==> src/rtl/spi_mem_pkg.sv <==
// Shared opcode constants and FSM state type for the SPI-to-RAM command sequencer.
package spi_mem_pkg;

  localparam logic [1:0] CMD_WR_ADDR = 2'b00;
  localparam logic [1:0] CMD_WR_DATA = 2'b01;
  localparam logic [1:0] CMD_RD_ADDR = 2'b10;
  localparam logic [1:0] CMD_RD_DATA = 2'b11;

  typedef enum logic [1:0] {ARB, RD_WAIT, RD_CAPT} state_t;

endpackage

==> src/rtl/rr_arb2.sv <==
// Two-requester round-robin arbiter; on a tie the requester not granted last wins.
module rr_arb2 (
  input  logic       clk,
  input  logic       rst_n,
  input  logic [1:0] req,
  input  logic       advance,
  output logic [1:0] gnt
);

  // r_last is 1 when requester 0 held the most recent grant.
  logic r_last;

  always_comb begin
    gnt = 2'b00;
    case (req)
      2'b01:   gnt = 2'b01;
      2'b10:   gnt = 2'b10;
      2'b11:   gnt = r_last ? 2'b10 : 2'b01;
      default: gnt = 2'b00;
    endcase
  end

  always_ff @(posedge clk or negedge rst_n) begin
    if (!rst_n) begin
      r_last <= 1'b0;
    end else if (advance) begin
      r_last <= gnt[0];
    end
  end

endmodule

==> src/rtl/spi_mem_arbiter.sv <==
// Decodes SPI command words into RAM accesses and shares the single RAM port
// with a host requester through a round-robin arbiter.
module spi_mem_arbiter
  import spi_mem_pkg::*;
#(
  parameter int ADDR_W = 8,
  parameter int DATA_W = 8
) (
  input  logic              clk,
  input  logic              rst_n,
  input  logic [9:0]        rx_data,
  input  logic              rx_valid,
  output logic [DATA_W-1:0] tx_data,
  output logic              tx_valid,
  input  logic              host_req,
  input  logic              host_we,
  input  logic [ADDR_W-1:0] host_addr,
  input  logic [DATA_W-1:0] host_wdata,
  output logic              host_gnt,
  output logic [DATA_W-1:0] host_rdata,
  output logic              host_rvalid,
  output logic              mem_en,
  output logic              mem_we,
  output logic [ADDR_W-1:0] mem_addr,
  output logic [DATA_W-1:0] mem_wdata,
  input  logic [DATA_W-1:0] mem_rdata,
  output logic              spi_overrun
);

  localparam logic [ADDR_W-1:0] PTR_ONE = 1;

  state_t            r_state;
  logic              r_rx_valid_d;
  logic [ADDR_W-1:0] r_wr_ptr;
  logic [ADDR_W-1:0] r_rd_ptr;
  logic              r_spi_pend;
  logic              r_spi_rd;
  logic [DATA_W-1:0] r_spi_wdata;
  logic              r_owner_spi;
  logic [DATA_W-1:0] r_tx_data;
  logic              r_tx_valid;
  logic              r_host_gnt;
  logic [DATA_W-1:0] r_host_rdata;
  logic              r_host_rvalid;
  logic              r_mem_en;
  logic              r_mem_we;
  logic [ADDR_W-1:0] r_mem_addr;
  logic [DATA_W-1:0] r_mem_wdata;
  logic              r_spi_overrun;

  logic       w_capture;
  logic       w_drop;
  logic       w_in_arb;
  logic [1:0] w_req;
  logic [1:0] w_gnt;

  assign w_capture = rx_valid & ~r_rx_valid_d;
  assign w_in_arb  = (r_state == ARB);
  assign w_drop    = w_capture & (r_spi_pend | (~w_in_arb & r_owner_spi));
  // The host keeps host_req high during its grant cycle, so mask it then.
  assign w_req     = {host_req & ~r_host_gnt & w_in_arb, r_spi_pend & w_in_arb};

  rr_arb2 u_arb (
    .clk    (clk),
    .rst_n  (rst_n),
    .req    (w_req),
    .advance(|w_gnt),
    .gnt    (w_gnt)
  );

  always_ff @(posedge clk or negedge rst_n) begin
    if (!rst_n) begin
      r_state       <= ARB;
      r_rx_valid_d  <= 1'b0;
      r_wr_ptr      <= '0;
      r_rd_ptr      <= '0;
      r_spi_pend    <= 1'b0;
      r_spi_rd      <= 1'b0;
      r_spi_wdata   <= '0;
      r_owner_spi   <= 1'b0;
      r_tx_data     <= '0;
      r_tx_valid    <= 1'b0;
      r_host_gnt    <= 1'b0;
      r_host_rdata  <= '0;
      r_host_rvalid <= 1'b0;
      r_mem_en      <= 1'b0;
      r_mem_we      <= 1'b0;
      r_mem_addr    <= '0;
      r_mem_wdata   <= '0;
      r_spi_overrun <= 1'b0;
    end else begin
      r_rx_valid_d  <= rx_valid;
      r_mem_en      <= 1'b0;
      r_mem_we      <= 1'b0;
      r_host_gnt    <= 1'b0;
      r_host_rvalid <= 1'b0;

      // A non-dropped capture never coincides with an SPI grant (pend would be set).
      if (w_capture) begin
        r_tx_valid <= 1'b0;
        if (w_drop) begin
          r_spi_overrun <= 1'b1;
        end else begin
          case (rx_data[9:8])
            CMD_WR_ADDR: r_wr_ptr <= rx_data[ADDR_W-1:0];
            CMD_RD_ADDR: r_rd_ptr <= rx_data[ADDR_W-1:0];
            CMD_WR_DATA: begin
              r_spi_pend  <= 1'b1;
              r_spi_rd    <= 1'b0;
              r_spi_wdata <= rx_data[DATA_W-1:0];
            end
            default: begin
              r_spi_pend <= 1'b1;
              r_spi_rd   <= 1'b1;
            end
          endcase
        end
      end

      case (r_state)
        ARB: begin
          if (w_gnt[0]) begin
            r_spi_pend  <= 1'b0;
            r_mem_en    <= 1'b1;
            r_mem_we    <= ~r_spi_rd;
            r_mem_wdata <= r_spi_wdata;
            if (r_spi_rd) begin
              r_mem_addr  <= r_rd_ptr;
              r_rd_ptr    <= r_rd_ptr + PTR_ONE;
              r_owner_spi <= 1'b1;
              r_state     <= RD_WAIT;
            end else begin
              r_mem_addr <= r_wr_ptr;
              r_wr_ptr   <= r_wr_ptr + PTR_ONE;
            end
          end else if (w_gnt[1]) begin
            r_host_gnt  <= 1'b1;
            r_mem_en    <= 1'b1;
            r_mem_we    <= host_we;
            r_mem_addr  <= host_addr;
            r_mem_wdata <= host_wdata;
            if (!host_we) begin
              r_owner_spi <= 1'b0;
              r_state     <= RD_WAIT;
            end
          end
        end
        RD_WAIT: r_state <= RD_CAPT;
        RD_CAPT: begin
          r_state <= ARB;
          if (r_owner_spi) begin
            r_tx_data  <= mem_rdata;
            r_tx_valid <= 1'b1;
          end else begin
            r_host_rdata  <= mem_rdata;
            r_host_rvalid <= 1'b1;
          end
        end
        default: r_state <= ARB;
      endcase
    end
  end

  assign tx_data     = r_tx_data;
  assign tx_valid    = r_tx_valid;
  assign host_gnt    = r_host_gnt;
  assign host_rdata  = r_host_rdata;
  assign host_rvalid = r_host_rvalid;
  assign mem_en      = r_mem_en;
  assign mem_we      = r_mem_we;
  assign mem_addr    = r_mem_addr;
  assign mem_wdata   = r_mem_wdata;
  assign spi_overrun = r_spi_overrun;

endmodule

==> config.mk <==
export PLATFORM = sky130hd
export DESIGN_NAME = spi_mem_arbiter
export DESIGN_NICKNAME = d
export VERILOG_FILES = /design/src/rtl/spi_mem_pkg.sv /design/src/rtl/rr_arb2.sv /design/src/rtl/spi_mem_arbiter.sv
export SDC_FILE = /design/constraint.sdc
export NUM_CORES = 1
export LEC_CHECK = 0
export CAP_MARGIN = 20
export CORE_MARGIN = 3
export CORE_UTILIZATION = 45
export DETAILED_ROUTE_END_ITERATION = 8
export GPL_TIMING_DRIVEN = 0
export MAX_ROUTING_LAYER = met4
export PLACE_DENSITY = 0.83
export SYNTH_ARGS = -nofsm -noshare
export SYNTH_HDL_FRONTEND = slang
export SYNTH_SLANG_ARGS = --single-unit
==> constraint.sdc <==
create_clock -name clk -period 1.8 [get_ports clk]
set_input_delay 0.27 -clock clk [delete_from_list [all_inputs] [get_ports clk]]
set_output_delay 0.27 -clock clk [all_outputs]
set_load 0.01 [all_outputs]
==> run summary <==
status: finished, final reports clean
Clock transition at path regs: 0.07 ns
Routed WL per cell: 16.9 um
worst-skew pair later-pin latency: 0.35 ns
largest buffer count on any clock path: 2
Fin Hold WS: 0.0305 ns
Setup CP Type: reg2reg
Root Buffer: clkbuf_8
die height: 90.2 um
Post-synth EDFFs: 0
TNS Setup: 0 ns
Startpoint Class: flop
Initial Util: 46.7%
YS warnings: 0
Sink Count: 69
initial antenna violation count: 0
FF-to-FF Start: r_spi_pend$_DFF_PN0_
# rows: 30
GPL Wtd Cong: 0.877
DRT Wirelength: 8.02 mm
Area growth syn-to-layout: 38.3%
crit path DAT: 1.96 ns
Hold Buf Count CTS: 0
Clock Skew: 0.0123 ns
commonest non-fill, non-tap cells in the layout: clkdlybuf4s50_1, dfrtp_1, mux2i_1
fillers: 542
Power Density: 1730 nW/um^2
CP Max Fanout: 6
Die X: 90.2 um
leakage power: 1.91 nW
endpoints failing setup: 0
Critical Path Source: r_spi_pend$_DFF_PN0_
Worst VDD drop: 0.000786 V
diode count: 0
min cycle time layout: 1.75 ns
HP Class: in2async
final hold vios: 0
all-layer global routing usage: 20.6%
Seq/Total Area, Yosys: 54.1%
I/O pin count: 77
vias in the first global route: 2541
Avg Cell Area, Syn: 11.7 um^2
Die ar.: 8130 um^2
Synth cell types: 45
share of cells above drive strength 1: 17.7%
Synth Net Count: 314
Slew Limit Fails: 0
cts bufs inserted: 9
grt ovf: 0
f_max: 0.572 GHz
Initial DRT Pass Iterations: 4
first-pass GRT wire length: 13.0 mm
mapped cell area: 3190 um^2
Seq cells post-synth: 69
CTS tree: yes
Routed Antenna Nets: 0
Crit path required time: 2.02 ns
via count: 2602
Mapped Cells: 273
DRT iter0 DRCs: 176
Relative slew margins: 42.3%
# DRC: 0
max-cap violations: 0
RSZ-0062 raised after global routing: yes
Primary FF master, synth: dfrtp_1
Vias per Instance: 5.48
core area: 6830 um^2
most common cell after layout, fill and taps aside: clkdlybuf4s50_1
worst slew pin tran: 0.866 ns
Layout Nets: 415
pin count of the biggest net entering global routing: 70
fin crit share: 97.2%
H-tree levels: 3
# port buffers: 76
Crit. End Element: flop
Detailed Place HPWL: 5.61 mm
ys async rst share: 100%
[logic make-up after synthesis]
kind of cell,after synthesis,share of synthesized area (%)
AOI/OAI and AO/OA,54,11.4
adders and majority gates,2,0.784
buffers and inverters,17,2.43
DFF,69,54.1
muxes,46,15.5
and+or+nand+nor,85,15.8
[cell usage after synthesis, types with 3 or more instances]
master,n,area [um^2]
and3_1,6,37.5
nand3_1,7,35.0
mux2i_1,20,200
mux2_2,17,191
buf_2,5,25.0
a211oi_1,13,97.6
clkbuf_1,8,30.0
a21oi_1,19,95.1
nand3b_1,3,22.5
o21ai_1,4,20.0
nor3_1,6,30.0
nor2b_1,8,50.1
nand2_1,17,63.8
dfrtp_1,69,1730
nor2_1,18,67.6
nand2b_1,4,25.0
o22ai_1,4,25.0
mux2_1,9,101
[registers in the layout, summed over array words and instances (netlist names), 2 cells and up]
| register | flops |
|---|---|
| r_spi_wdata | 8 |
| tx_data | 8 |
| r_wr_ptr | 8 |
| r_rd_ptr | 8 |
| mem_wdata | 8 |
| mem_addr | 8 |
| r_state | 2 |
| host_rdata | 8 |
[report_power, final]
part	leakage, nW	switching [mW]	internal (mW)
sequential	0.811	0.525	2.32
clock	0.112	0.604	0.815
combinational	0.984	1.54	1.84
total	1.91	2.67	4.97
[per-layer routing]
| layer | part of all wire [%] | vias to the layer above | track usage [%] |
|---|---|---|---|
| li1 | - | 1201 | - |
| met2 | 49 | 92 | 31.7 |
| met5 | 0 | - | - |
| met4 | 1.8 | 0 | 8.80 |
| met1 | 43 | 1299 | 26.4 |
| met3 | 5.6 | 10 | 4.27 |
[path summary, 6_finish.rpt]
path,cells after the start,end,slack [ns]
max in group asynchronous,1,r_state[0]$_DFFE_PN0P_,1.15
min in group clk,1,r_rx_valid_d$_DFF_PN0_,0.44
max,6,r_wr_ptr[1]$_DFF_PN0_,0.05
max reg2reg,6,r_wr_ptr[1]$_DFF_PN0_,0.05
min reg2reg,1,r_spi_wdata[1]$_DFFE_PN0P_,0.50
min,1,host_rvalid$_DFF_PN0_,0.03
[metrics by stage]
stage               power [mW]  instance area [um^2]  instances  util [%]  setup slack, ns
finish                    7.64                  4410        475      64.6           0.0510
global route              8.09                  4410        475      64.6          -0.0176
CTS                       7.56                  4340        467      63.6         0.000146
detailed placement        6.10                  4070        445      59.5           -0.310
global placement          5.93                  4070        445      59.6            -1.80
floorplan                 4.63                  3190        273         -            0.147
[critical path: stages (launching register included)]
cell and delay (ns):
dfrtp_1 0.38, buf_6 0.14, nor4b_4 0.33, nor3b_4 0.35, buf_4 0.17, mux2i_1 0.17
o21ai_1 0.08
[layout make-up]
class	count	area [um^2]	share of cell area, %
repair buffers	90	863	19.6
flip-flops and latches	69	1730	39.2
clock buffers	10	138	3.12
inverters	3	11.3	0.255
multi-input cells	187	1390	31.6
well taps	96	120	2.72
plain buffers	14	68.8	1.56
clock inverters	6	86.3	1.96
[what timing repair did]
action	4_1_cts	5_1_grt
cloned	0	0
gates resized for setup	2	5
setup endpoints to repair	14	27
setup buffers	6	8
pin swaps	3	2
(Power assumes the default switching activity.)
